## config.mk

```make
export PLATFORM = sky130hd
export DESIGN_NAME = acs_radix2_param_flat
export DESIGN_NICKNAME = d
export VERILOG_FILES = /design/src/rtl/acs_radix2_param_if.sv /design/src/rtl/acs_radix2_param.sv /design/src/flat_wrapper.sv
export SDC_FILE = /design/constraint.sdc
export NUM_CORES = 1
export LEC_CHECK = 0
export ABC_AREA = 1
export BUFFER_PORTS_ARGS = -buffer_cell sky130_fd_sc_hd__buf_2
export CORE_MARGIN = 8
export CORE_UTILIZATION = 55
export DETAILED_ROUTE_END_ITERATION = 8
export GPL_TIMING_DRIVEN = 0
export PLACE_DENSITY = 0.77
export SYNTH_ARGS = -nofsm -noshare
export SYNTH_HDL_FRONTEND = slang
export SYNTH_SLANG_ARGS = --single-unit
export TNS_END_PERCENT = 50
```

## constraint.sdc

```tcl
create_clock -name clk -period 14.25 [get_ports clk]
set_clock_uncertainty 0.1 [all_clocks]
set_input_delay 1.425 -clock clk [delete_from_list [all_inputs] [get_ports clk]]
set_output_delay 1.425 -clock clk [all_outputs]
set_load 0.01 [all_outputs]
```

## src/rtl/acs_radix2_param_if.sv

```systemverilog
// Step/decision bus between the branch-metric unit, the ACS array and traceback.
// The master drives one trellis step per cycle; the slave (ACS array) returns decisions and best state.
interface acs_radix2_param_if #(
    parameter int K    = 3,
    parameter int BM_W = 3,
    parameter int PM_W = 8
);
    localparam int NUM_ST = 2 ** (K - 1);

    logic                       en_acs;
    logic                       i_start;
    logic                       i_last;
    logic [2*NUM_ST*BM_W-1:0]   i_bm;
    logic                       o_dec_valid;
    logic [NUM_ST-1:0]          o_dec;
    logic                       o_norm;
    logic                       o_best_valid;
    logic [K-2:0]               o_best_st;
    logic [PM_W-1:0]            o_best_pm;

    modport master (
        output en_acs, i_start, i_last, i_bm,
        input  o_dec_valid, o_dec, o_norm, o_best_valid, o_best_st, o_best_pm
    );

    modport slave (
        input  en_acs, i_start, i_last, i_bm,
        output o_dec_valid, o_dec, o_norm, o_best_valid, o_best_st, o_best_pm
    );
endinterface

```

## src/rtl/acs_radix2_param.sv

```systemverilog
// Radix-2 add-compare-select array over 2^(K-1) states with normalisation and best-state search.
// One trellis step per clock; all outputs are registered.
module acs_radix2_lane #(
    parameter int BM_W = 3,
    parameter int PM_W = 8
) (
    input  logic [PM_W-1:0] pm0_i,
    input  logic [PM_W-1:0] pm1_i,
    input  logic [BM_W-1:0] bm0_i,
    input  logic [BM_W-1:0] bm1_i,
    output logic [PM_W:0]   sel_o,
    output logic            dec_o
);
    logic [PM_W:0] c0, c1;

    assign c0    = (PM_W+1)'(pm0_i) + (PM_W+1)'(bm0_i);
    assign c1    = (PM_W+1)'(pm1_i) + (PM_W+1)'(bm1_i);
    // Ties resolve to the lower predecessor
    assign dec_o = (c1 < c0);
    assign sel_o = dec_o ? c1 : c0;
endmodule

module acs_radix2_param #(
    parameter int K       = 3,
    parameter int BM_W    = 3,
    parameter int PM_W    = 8,
    parameter int INIT_PM = 16
) (
    input  logic                clk,
    input  logic                rst,
    acs_radix2_param_if.slave   acs
);
    localparam int NUM_ST = 2 ** (K - 1);
    localparam int HALF   = 2 ** (PM_W - 1);

    localparam logic [PM_W:0] HALF_V = (PM_W+1)'(HALF);
    localparam logic [PM_W:0] PM_MAX = {1'b0, {PM_W{1'b1}}};

    typedef logic [NUM_ST-1:0][PM_W-1:0] pm_vec_t;

    function automatic pm_vec_t init_pm();
        pm_vec_t v;
        for (int s = 0; s < NUM_ST; s++)
            v[s] = (s == 0) ? '0 : PM_W'(INIT_PM);
        return v;
    endfunction

    localparam pm_vec_t PM_INIT = init_pm();

    if (HALF <= INIT_PM + K * (2 ** BM_W - 1)) begin : g_param_check
        $fatal(1, "acs_radix2_param: PM_W too small for INIT_PM/K/BM_W");
    end

    pm_vec_t                    pm_q, pm_d, pm_src, surv;
    logic [NUM_ST-1:0][PM_W:0]  sel;
    logic [NUM_ST-1:0]          dec;
    logic [PM_W:0]              min_v, sub_v, tmp;
    logic                       norm;
    logic [K-2:0]               best_st;
    logic [PM_W-1:0]            best_pm;

    logic [NUM_ST-1:0]          dec_q, dec_d;
    logic                       dec_valid_q, dec_valid_d;
    logic                       norm_q, norm_d;
    logic                       best_valid_q, best_valid_d;
    logic [K-2:0]               best_st_q, best_st_d;
    logic [PM_W-1:0]            best_pm_q, best_pm_d;

    // A start step runs from the initial metrics rather than the stored ones
    assign pm_src = acs.i_start ? PM_INIT : pm_q;

    for (genvar ns = 0; ns < NUM_ST; ns++) begin : g_lane
        localparam int P0 = ns >> 1;
        localparam int P1 = P0 + NUM_ST / 2;
        localparam int U  = ns % 2;

        acs_radix2_lane #(.BM_W(BM_W), .PM_W(PM_W)) u_lane (
            .pm0_i (pm_src[P0]),
            .pm1_i (pm_src[P1]),
            .bm0_i (acs.i_bm[(P0*2+U)*BM_W +: BM_W]),
            .bm1_i (acs.i_bm[(P1*2+U)*BM_W +: BM_W]),
            .sel_o (sel[ns]),
            .dec_o (dec[ns])
        );
    end

    always_comb begin
        min_v = sel[0];
        for (int s = 1; s < NUM_ST; s++)
            if (sel[s] < min_v) min_v = sel[s];
        norm  = (min_v >= HALF_V);
        sub_v = norm ? HALF_V : '0;
        tmp   = '0;
        for (int s = 0; s < NUM_ST; s++) begin
            tmp     = sel[s] - sub_v;
            surv[s] = (tmp > PM_MAX) ? PM_MAX[PM_W-1:0] : tmp[PM_W-1:0];
        end
    end

    // Strict compare keeps the lowest index on ties
    always_comb begin
        best_st = '0;
        best_pm = surv[0];
        for (int s = 1; s < NUM_ST; s++) begin
            if (surv[s] < best_pm) begin
                best_pm = surv[s];
                best_st = (K-1)'(s);
            end
        end
    end

    always_comb begin
        pm_d         = pm_q;
        dec_d        = dec_q;
        dec_valid_d  = 1'b0;
        norm_d       = 1'b0;
        best_valid_d = 1'b0;
        best_st_d    = best_st_q;
        best_pm_d    = best_pm_q;
        if (acs.en_acs) begin
            pm_d        = surv;
            dec_d       = dec;
            dec_valid_d = 1'b1;
            norm_d      = norm;
            if (acs.i_last) begin
                best_valid_d = 1'b1;
                best_st_d    = best_st;
                best_pm_d    = best_pm;
            end
        end else if (acs.i_start) begin
            pm_d = PM_INIT;
        end
    end

    always_ff @(posedge clk or negedge rst) begin
        if (!rst) begin
            pm_q         <= PM_INIT;
            dec_q        <= '0;
            dec_valid_q  <= 1'b0;
            norm_q       <= 1'b0;
            best_valid_q <= 1'b0;
            best_st_q    <= '0;
            best_pm_q    <= '0;
        end else begin
            pm_q         <= pm_d;
            dec_q        <= dec_d;
            dec_valid_q  <= dec_valid_d;
            norm_q       <= norm_d;
            best_valid_q <= best_valid_d;
            best_st_q    <= best_st_d;
            best_pm_q    <= best_pm_d;
        end
    end

    assign acs.o_dec_valid  = dec_valid_q;
    assign acs.o_dec        = dec_q;
    assign acs.o_norm       = norm_q;
    assign acs.o_best_valid = best_valid_q;
    assign acs.o_best_st    = best_st_q;
    assign acs.o_best_pm    = best_pm_q;
endmodule

```

## src/flat_wrapper.sv

```systemverilog
// flat-port wrapper written by rule: the top's interface ports become plain ports
module acs_radix2_param_flat 
#(
    parameter int K       = 3,
    parameter int BM_W    = 3,
    parameter int PM_W    = 8,
    parameter int INIT_PM = 16
)
  (clk, rst, acs_en_acs, acs_i_start, acs_i_last, acs_i_bm, acs_o_dec_valid, acs_o_dec, acs_o_norm, acs_o_best_valid, acs_o_best_st, acs_o_best_pm);
  acs_radix2_param_if #(.K(K), .BM_W(BM_W), .PM_W(PM_W)) acs_i ();
  input  logic clk;
  input  logic rst;
  input wire logic [$bits(acs_i.en_acs)-1:0] acs_en_acs;
  input wire logic [$bits(acs_i.i_start)-1:0] acs_i_start;
  input wire logic [$bits(acs_i.i_last)-1:0] acs_i_last;
  input wire logic [$bits(acs_i.i_bm)-1:0] acs_i_bm;
  output wire logic [$bits(acs_i.o_dec_valid)-1:0] acs_o_dec_valid;
  output wire logic [$bits(acs_i.o_dec)-1:0] acs_o_dec;
  output wire logic [$bits(acs_i.o_norm)-1:0] acs_o_norm;
  output wire logic [$bits(acs_i.o_best_valid)-1:0] acs_o_best_valid;
  output wire logic [$bits(acs_i.o_best_st)-1:0] acs_o_best_st;
  output wire logic [$bits(acs_i.o_best_pm)-1:0] acs_o_best_pm;
  assign acs_i.en_acs = acs_en_acs;
  assign acs_i.i_start = acs_i_start;
  assign acs_i.i_last = acs_i_last;
  assign acs_i.i_bm = acs_i_bm;
  assign acs_o_dec_valid = acs_i.o_dec_valid;
  assign acs_o_dec = acs_i.o_dec;
  assign acs_o_norm = acs_i.o_norm;
  assign acs_o_best_valid = acs_i.o_best_valid;
  assign acs_o_best_st = acs_i.o_best_st;
  assign acs_o_best_pm = acs_i.o_best_pm;
  acs_radix2_param #(.K(K), .BM_W(BM_W), .PM_W(PM_W), .INIT_PM(INIT_PM)) u_core (.clk(clk), .rst(rst), .acs(acs_i));
endmodule
```

==> results of run 1 <==
## cell type report
type,count,area share [%]
timing repair buffer,45,3.318
multi-input combinational,816,65.68
inverter,141,7.414
clock buffer,6,1.780
clock inverter,2,0.5358
buffer,20,1.746
sequential,49,16.99
tap,147,2.541
## worst max-delay path by stage
stage | cells past startpoint | to | start
4_1_cts | 75 | u_core.acs.o_best_pm[2] | acs_i_start
3_5_place_dp | 75 | u_core.acs.o_best_pm[7] | acs_i_start
3_3_place_gp | 75 | u_core.acs.o_best_pm[2] | acs_i_start
5_1_grt | 78 | u_core.acs.o_best_pm[4] | acs_i_start
2_1_floorplan | 75 | u_core.acs.o_best_pm[0] | acs_i_start
6_report | 79 | u_core.acs.o_best_pm[2] | acs_i_start
## registers in the layout, indices dropped and copies added (netlist names)
| register | flops |
|---|---|
| u_core.acs.o_best_pm | 8 |
| u_core.acs.o_best_st | 2 |
| u_core.acs.o_dec_valid | 1 |
| u_core.acs.o_dec | 4 |
| u_core.acs.o_best_valid | 1 |
| u_core.acs.o_norm | 1 |
| u_core.pm_q | 32 |
## layer usage
layer	track usage, %	routed length (um)
met5	0	0
met1	33.49	9038
met2	37.38	8275
met4	5.587	242
met3	3.442	1442
## synth_stat cells (all sizes together) (5+ instances only)
cell type and n:
clkbuf 10, nand2 321, a211oi 6, inv 139, dfrtp 46, or2 8
a21oi 38, ha 94, nor2 86, nand4 7, nor3 5, o21ai 110
xor2 29, nand3 83, buf 10
## timing repair
item,4_1_cts,5_1_grt
buffers inserted,0,1
setup endpoints to repair,0,10
resized for setup,0,16
## per-stage QoR
stage | utilization, % | setup TNS (ps) | std cells | worst slack, ps | hold WS (ps)
6_report | 61.03 | 0 | 1226 | 916.9 | 376.3
5_1_grt | 61.03 | 0 | 1226 | 11.24 | 407.8
4_1_cts | 60.51 | 0 | 1225 | 96.06 | 383.8
3_5_place_dp | 59.09 | -1210 | 1217 | -141.6 | 360.2
3_3_place_gp | 59.09 | -431.4 | 1217 | -56.23 | 360.5
2_1_floorplan | - | 0 | 1026 | 2146 | 402.1
## layout by cell type, fill, tap and decap left out, types with 4 or more instances in the layout
cell type,synthesis,layout
clkbuf_16,0,5
nand2_2,19,19
nand4_1,5,5
xor2_1,29,29
fa_1,4,4
o21ai_0,109,107
nor3_1,5,5
a21oi_1,37,37
nor2_2,7,9
or2_2,8,8
dfrtp_1,46,46
nand2_1,299,299
nand3_2,10,10
inv_2,6,7
buf_2,4,48
a21o_1,4,4
ha_1,94,94
clkbuf_1,10,8
nand3_1,73,73
inv_1,132,131
nor2_1,78,76
## worst register-to-register path, delay by kind of cell, from the launching register on
kind,cells,cell delay (ps)
and+or+nand+nor,34,3470
adders and majority gates,10,2810
DFF,1,340
AOI/OAI and AO/OA,20,3550
buffers and inverters,14,1770
## cells by family (layout without fill, tap and decap cells)
family	Yosys count	count (layout)	share of synthesized area [%]
DFF	49	49	18.62
AOI/OAI and AO/OA	169	169	13.85
xor gates and xnor gates	31	31	4.111
and+or+nand+nor	518	518	34.42
buffers and inverters	161	214	9.983
adders and majority gates	98	98	19.02
==> flow_metrics.env, run 1 <==
export IMPL_min_path_cells=2
export IMPL_grt_max_degree=50
export IMPL_timing_final_crit_share_pct=93.57
export IMPL_reg2reg_slack_ps=2170
export IMPL_die_h_um=125.6
export IMPL_synth_cell_types=46
export IMPL_yosys_top_cells_area="ha_1 (18%), dfrtp_1 (17%), nand2_1 (17%)"
export IMPL_worst_hold_startpoint="u_core.acs.o_best_pm[1]"
export IMPL_syn_avg_cell_area_um2=6.438
export IMPL_crit_top_cell="nand2_1"
export IMPL_synth_async_sr_flop_share_pct=100.0
export IMPL_holdBufCountCts=0
export IMPL_synth_fp_nets=1153
export IMPL_worst_r2r_cell_count=78
export IMPL_drt_wl_total_um=19000
export IMPL_synth_edf_count=0
export IMPL_drtIter0Drc=570
export IMPL_ant_nets=0
export IMPL_cp_start_kind="primary input"
export IMPL_cts_sinks=49
export IMPL_drc=0
export IMPL_final_area_um2=7239
export IMPL_synth_cells=1026
export IMPL_area_growth_pct=9.604
export IMPL_setup_violations=0
export IMPL_yosys_area_top_type="ha_1"
export IMPL_hold_viol_final=0
export IMPL_die_w_um=125.6
export IMPL_multi_input_area_um2=4755
export IMPL_ys_seq_area_share_pct=18.62
export IMPL_fillers=1117
export IMPL_core_um2=11860
export IMPL_cts_buffers=5
export IMPL_worstPathArrival_ps=13470
export IMPL_grt_usage_pct=23.81
export IMPL_worst_path_buf_inv=15
export IMPL_clk_latency_ps=300
export IMPL_nNetsFinal=1205
export IMPL_grt_overflow=0
export IMPL_critPathSlowestCell="a211oi_1"
export IMPL_yosysTopAreaCellShare_pct=17.81
export IMPL_maxSlewViolCount=0
export IMPL_routedWlPerCell_um=15.50
export IMPL_worstPathRequired_ps=14390
export IMPL_timing_rr_start="u_core.pm_q[16]"
export IMPL_diodes=0
export IMPL_io_buffers=44
export IMPL_ys_warn_count=0
export IMPL_ff_latch_area_um2=1230
export IMPL_ys_seq_elements=49
export IMPL_maxCapViolCount=0
export IMPL_rsz0062_at_grt="false"
export IMPL_start_util_pct=55.69
export IMPL_max_freq_mhz=75.00
export IMPL_cp_max_fo=10
export IMPL_tritoncts="done"
export IMPL_crit_type="primary input to register"
export IMPL_status="finished, final reports clean"
export IMPL_min_to="u_core.acs.o_best_pm[1]"
export IMPL_tightestPinTransition_ps=1123
export IMPL_clock_path_buffers=2
export IMPL_vias=6783
export IMPL_place_detailed_hpwl_um=15690
export IMPL_cts_root_buf="clkbuf_16"
export IMPL_num_rows=40
export IMPL_hp_class="register to register"
export IMPL_htreeDepth=2
export IMPL_place_gp_congestion=0.9703
export IMPL_grt_pass1_vias=6037
export IMPL_syn_area_um2=6605
export IMPL_synth_main_ff_cell="dfrtp_1"
export IMPL_r2r_end="u_core.acs.o_best_pm[2]"
export IMPL_cp_top_family="compound AO/OA/AOI/OAI gates"
export IMPL_cts_clk_slew_worst_paths_ps=70
export IMPL_critPathCaptureType="register"
export IMPL_antenna_found_initial=0
export IMPL_critical_path_max_stage_delay_ps=390
export IMPL_drive_gt1_share_pct=12.42
export IMPL_dieArea_um2=15770
export IMPL_io_pins=46
export IMPL_grt_pass1_wl_um=30370
export IMPL_slew_headroom_pct=25.15
export IMPL_first_pass_iters=6
export IMPL_place_area_um2=7009
export IMPL_vias_per_cell=5.533
export IMPL_period_minus_slack_ps=13330
Power of run 1 is not shown: default switching activity piles up to over one toggle a cycle in this logic, so the estimate is an artifact.
==> run 2, diff against run 1 <==
--- a/config.mk
+++ b/config.mk
@@ -11,7 +11,7 @@
 export CORE_UTILIZATION = 55
 export DETAILED_ROUTE_END_ITERATION = 8
 export GPL_TIMING_DRIVEN = 0
-export PLACE_DENSITY = 0.77
+export PLACE_DENSITY = 0.8
 export SYNTH_ARGS = -nofsm -noshare
 export SYNTH_HDL_FRONTEND = slang
 export SYNTH_SLANG_ARGS = --single-unit
==> constraint.sdc (replaced) <==
create_clock -name clk -period 12 [get_ports clk]
set_clock_uncertainty 0.1 [all_clocks]
set_input_delay 1.2 -clock clk [delete_from_list [all_inputs] [get_ports clk]]
set_output_delay 1.2 -clock clk [all_outputs]
set_load 0.01 [all_outputs]
==> run 2 against run 1 <==
Against the previous run:
- cell count grew 3.3%
- critical endpoint is now u_core.acs.o_best_pm[6]
- critical path depth shrank 1
- first-iteration DRC count grew 50%
- hold slack lost 4.0 ps
- global-route usage grew 0.90 points
- highest routed layer unchanged
- largest cell class unchanged
- critical path type unchanged
- register-to-register slack lost 1200 ps
==> flow_metrics.env, run 2 (synthesized netlist as in run 1, its figures left out) <==
export IMPL_core_um2=11860
export IMPL_place_gp_congestion=0.9610
export IMPL_hold_viol_final=0
export IMPL_drc=0
export IMPL_die_h_um=125.6
export IMPL_antenna_found_initial=0
export IMPL_nNetsFinal=1245
export IMPL_cp_max_fo=10
export IMPL_grt_max_degree=50
export IMPL_grt_usage_pct=24.71
export IMPL_layout_cells_most_common="nand2_1"
export IMPL_finalWorstSetupSlack_ps=226.0
export IMPL_vias_per_cell=5.888
export IMPL_start_util_pct=55.69
export IMPL_top_register="u_core.pm_q"
export IMPL_htreeDepth=2
export IMPL_timing_rr_start="u_core.pm_q[1]"
export IMPL_ant_nets=0
export IMPL_grt_pass1_wl_um=31910
export IMPL_cp_start_kind="primary input"
export IMPL_routedWlPerCell_um=17.63
export IMPL_io_pins=46
export IMPL_num_rows=40
export IMPL_drtIter0Drc=854
export IMPL_critical_path_max_stage_delay_ps=340
export IMPL_fillers=942
export IMPL_drive_gt1_share_pct=23.32
export IMPL_vias=7454
export IMPL_worstSetupStartpoint="acs_i_start"
export IMPL_dieArea_um2=15770
export IMPL_worst_hold_startpoint="u_core.acs.o_best_pm[4]"
export IMPL_r2r_end="u_core.acs.o_best_pm[6]"
export IMPL_grt_pass1_vias=6369
export IMPL_area_growth_pct=23.51
export IMPL_min_path_cells=2
export IMPL_die_w_um=125.6
export IMPL_multi_input_area_um2=5254
export IMPL_cts_buffers=5
export IMPL_worst_r2r_cell_count=75
export IMPL_place_detailed_hpwl_um=15350
export IMPL_cts_sinks=49
export IMPL_worstPathRequired_ps=12100
export IMPL_timing_final_crit_share_pct=98.12
export IMPL_worstPathArrival_ps=11870
export IMPL_dp_slack_ps=-2209
export IMPL_min_to="u_core.acs.o_best_pm[4]"
export IMPL_maxSlewViolCount=0
export IMPL_critPathCaptureType="register"
export IMPL_hp_class="register to register"
export IMPL_crit_type="primary input to register"
export IMPL_ff_latch_area_um2=1230
export IMPL_setup_violations=0
export IMPL_cts_root_buf="clkbuf_16"
export IMPL_critPathSlowestCell="ha_1"
export IMPL_clk_latency_ps=310
export IMPL_drt_wl_total_um=22310
export IMPL_largest_register_ffs=32
export IMPL_holdBufCountCts=0
export IMPL_tritoncts="done"
export IMPL_tightestPinTransition_ps=1157
export IMPL_grt_overflow=0
export IMPL_first_pass_iters=8
export IMPL_layout_common_cells="nand2_1 (280), inv_1 (123), ha_1 (79)"
export IMPL_diodes=0
export IMPL_slew_headroom_pct=22.88
export IMPL_crit_top_cell="nand2_1"
export IMPL_max_freq_mhz=84.93
export IMPL_io_buffers=44
export IMPL_cts_clk_slew_worst_paths_ps=70
export IMPL_status="finished, final reports clean"
export IMPL_clock_path_buffers=2
export IMPL_reg2reg_slack_ps=950
export IMPL_period_minus_slack_ps=11770
export IMPL_maxCapViolCount=0
run 2: worst max path at each step:
stage,endpoint
floorplan,u_core.acs.o_best_pm[0]
global placement,u_core.acs.o_best_pm[3]
detailed placement,u_core.acs.o_best_pm[3]
CTS,u_core.acs.o_best_pm[3]
global route,u_core.acs.o_best_pm[6]
finish,u_core.acs.o_best_pm[6]
run 2: area by class of cell:
cell class / count / share of cell area, %
Tap cell: 147 / 2.255
Buffer: 20 / 2.454
Clock inverter: 2 / 0.4755
Multi-Input combinational cell: 816 / 64.40
Clock buffer: 6 / 1.580
Timing Repair Buffer: 85 / 7.009
Sequential cell: 49 / 15.08
Inverter: 141 / 6.748
run 2: per-layer routing:
layer	vias to the layer above	wire length, um	track usage [%]
li1	3523	-	-
met1	3381	9067	34.30
met2	437	9883	38.56
met3	113	2221	3.782
met4	0	1141	7.307
met5	-	0	0
run 2: stage by stage:
stage | hold slack, ps | cells | area (um2) | setup TNS (ps) | utilization (%)
2_1_floorplan | 402.1 | 1026 | 6605 | 0 | -
3_3_place_gp | 359.6 | 1217 | 7009 | -20310 | 59.09
3_5_place_dp | 360.9 | 1217 | 7009 | -21840 | 59.09
4_1_cts | 383.8 | 1236 | 7395 | 0 | 62.34
5_1_grt | 401.6 | 1266 | 8158 | -2030 | 68.78
6_report | 372.3 | 1266 | 8158 | 0 | 68.78
run 2: critical path: cells and delay by family:
family | cells | cell delay, ps
simple gates | 34 | 3190
compound gates | 18 | 2800
fa+ha+maj | 9 | 2480
buf+inv | 16 | 1900
xor+xnor | 1 | 220
run 2: what timing repair did:
action,in CTS,in global routing
gates cloned,1,3
setup endpoints to repair,10,10
buffers inserted,10,27
gates resized for setup,41,141
pin swaps,9,42
Power of run 2 is left out for the same reason.
==> run 3, diff against run 2 <==
--- a/config.mk
+++ b/config.mk
@@ -11,8 +11,9 @@
 export CORE_UTILIZATION = 55
 export DETAILED_ROUTE_END_ITERATION = 8
 export GPL_TIMING_DRIVEN = 0
-export PLACE_DENSITY = 0.8
+export PLACE_DENSITY = 0.79
 export SYNTH_ARGS = -nofsm -noshare
 export SYNTH_HDL_FRONTEND = slang
+export SYNTH_HIERARCHICAL = 1
 export SYNTH_SLANG_ARGS = --single-unit
 export TNS_END_PERCENT = 50
==> run 3 against run 2 <==
Against the previous run:
- cell area up 6.0%
- die area up 8.9%
- hold slack worse by 6.9 ps
- utilization down 2.7 points
- non-clock buffer count down 4
- wire length down 5.0%
- fmax up 0.81%
- register-to-register slack better by 230 ps
- critical path type unchanged
- critical endpoint is now u_core/acs.o_best_pm[2]
==> flow_metrics.env, run 3 <==
export IMPL_status="finished, final reports clean"
export IMPL_grt_usage_pct=23.89
export IMPL_yosys_area_top_type="nand2_1"
export IMPL_critical_path_max_stage_delay_ps=370
export IMPL_drt_wl_total_um=21200
export IMPL_tritoncts="done"
export IMPL_die_w_um=131.1
export IMPL_num_rows=42
export IMPL_crit_top_cell="nand2_1"
export IMPL_start_util_pct=55.65
export IMPL_yosysTopAreaCellShare_pct=20.00
export IMPL_synth_fp_nets=1294
export IMPL_final_area_um2=8646
export IMPL_top_register="u_core/pm_q"
export IMPL_io_buffers=45
export IMPL_cp_max_fo=10
export IMPL_timing_final_crit_share_pct=97.33
export IMPL_fillers=1117
export IMPL_cp_start_kind="primary input"
export IMPL_place_detailed_hpwl_um=15990
export IMPL_final_util_pct=66.07
export IMPL_ys_seq_area_share_pct=16.89
export IMPL_timing_rr_start="u_core/pm_q[0]"
export IMPL_io_pins=46
export IMPL_drtIter0Drc=612
export IMPL_critPathCaptureType="register"
export IMPL_nNetsFinal=1385
export IMPL_slew_headroom_pct=24.86
export IMPL_vias_per_cell=5.410
export IMPL_critPathSlowestCell="fa_2"
export IMPL_worstPathArrival_ps=11810
export IMPL_syn_area_um2=7282
export IMPL_worst_hold_startpoint="u_core/acs.o_dec[3]"
export IMPL_worstPathRequired_ps=12130
export IMPL_cts_root_buf="clkbuf_16"
export IMPL_clock_path_buffers=2
export IMPL_yosysMostFrequentCell="nand2_1"
export IMPL_die_h_um=131.1
export IMPL_place_gp_congestion=0.9396
export IMPL_crit_type="primary input to register"
export IMPL_cts_sinks=49
export IMPL_syn_avg_cell_area_um2=6.316
export IMPL_tightestPinTransition_ps=1127
export IMPL_diodes=0
export IMPL_antenna_found_initial=0
export IMPL_synth_edf_count=0
export IMPL_largest_register_ffs=32
export IMPL_synth_main_ff_cell="dfrtp_1"
export IMPL_area_growth_pct=18.73
export IMPL_htreeDepth=2
export IMPL_ys_seq_elements=49
export IMPL_drc=0
export IMPL_period_minus_slack_ps=11680
export IMPL_synth_async_sr_flop_share_pct=100.0
export IMPL_ys_warn_count=6
export IMPL_worst_path_buf_inv=16
export IMPL_grt_overflow=0
export IMPL_cts_clk_slew_worst_paths_ps=60
export IMPL_max_freq_mhz=85.62
export IMPL_hold_slack_ps=365.4
export IMPL_grt_max_degree=50
export IMPL_vias=7687
export IMPL_maxSlewViolCount=0
export IMPL_ant_nets=0
export IMPL_hp_class="register to register"
export IMPL_synth_common_cells="nand2_1 (388), inv_1 (202), ha_1 (104), nand3_1 (94), nor2_1 (82)"
export IMPL_hold_viol_final=0
export IMPL_layout_cells_most_common="nand2_1"
export IMPL_synth_cell_types=43
export IMPL_grt_pass1_wl_um=32540
export IMPL_clk_latency_ps=300
export IMPL_yosys_top_cells_area="nand2_1 (20%), ha_1 (18%), dfrtp_1 (16%)"
export IMPL_dieArea_um2=17180
export IMPL_cp_top_family="simple AND/OR/NAND/NOR gates"
export IMPL_first_pass_iters=8
export IMPL_maxCapViolCount=0
export IMPL_core_um2=13090
export IMPL_grt_pass1_vias=7049
export IMPL_layout_common_cells="nand2_1 (378), inv_1 (200), ha_1 (94)"
export IMPL_place_area_um2=7727
export IMPL_setup_violations=0
export IMPL_routedWlPerCell_um=14.92
export IMPL_worstSetupStartpoint="acs_i_start"
export IMPL_cts_buffers=5
export IMPL_synth_cells=1153
export IMPL_drive_gt1_share_pct=19.52
run 3: cell type report:
type                            count  area, um2  share of cell area [%]
Buffer                             17      131.4                   1.520
Timing Repair Buffer               84      560.5                   6.483
Tap cell                          176      220.2                   2.547
Multi-Input combinational cell    881       5588                   64.63
Inverter                          206      773.2                   8.944
Sequential cell                    49       1230                   14.23
Clock inverter                      2      13.76                  0.1592
Clock buffer                        6      128.9                   1.491
run 3: timing repair:
item | 4_1_cts | 5_1_grt
resized for setup | 28 | 99
setup endpoints to repair | 10 | 10
hold buffers | 0 | 0
endpoints found under the hold margin | 0 | 0
cloned | 0 | 3
pin swaps | 5 | 37
setup buffers | 3 | 33
run 3: through the flow:
stage | std cells | setup slack (ps) | TNS, ps
6_report | 1421 | 320.6 | 0
5_1_grt | 1421 | -233.1 | -1977
4_1_cts | 1385 | 13.43 | 0
3_5_place_dp | 1374 | -1648 | -16260
3_3_place_gp | 1374 | -1522 | -15040
2_1_floorplan | 1153 | 666.4 | 0
run 3: final timing paths:
kind | endpoint | slack, ps | cells past startpoint
worst max-delay path | u_core/acs.o_best_pm[2] | 320 | 74
worst min register to register | u_core/acs.o_dec[3] | 370 | 2
worst max register to register | u_core/acs.o_best_pm[2] | 1180 | 73
worst min-delay path | u_core/acs.o_dec[3] | 370 | 2
min in group asynchronous | u_core/pm_q[23] | 1020 | 1
max in group asynchronous | u_core/pm_q[18] | 10080 | 1
run 3: kinds of logic after synthesis:
family | share of synthesized area [%]
and+or+nand+nor | 39.88
AOI/OAI and AO/OA | 9.364
xor gates and xnor gates | 2.113
DFF | 16.89
buffers and inverters | 11.68
adders and majority gates | 20.07
run 3: worst reg2reg max path: cells and delay by family (launching register included):
| kind | cells | cell delay [ps] |
|---|---|---|
| simple gates | 32 | 3080 |
| fa+ha+maj | 10 | 2760 |
| compound gates | 16 | 2540 |
| buf+inv | 15 | 1940 |
| flops | 1 | 320 |
run 3: per-layer routing:
layer | up-vias | track usage [%] | wire (um)
li1 | 3829 | - | -
met1 | 3543 | 29.53 | 8941
met2 | 260 | 42.16 | 10230
met3 | 55 | 2.225 | 1285
met4 | 0 | 8.845 | 741
met5 | - | 0 | 0
Power of run 3 is left out for the same reason.
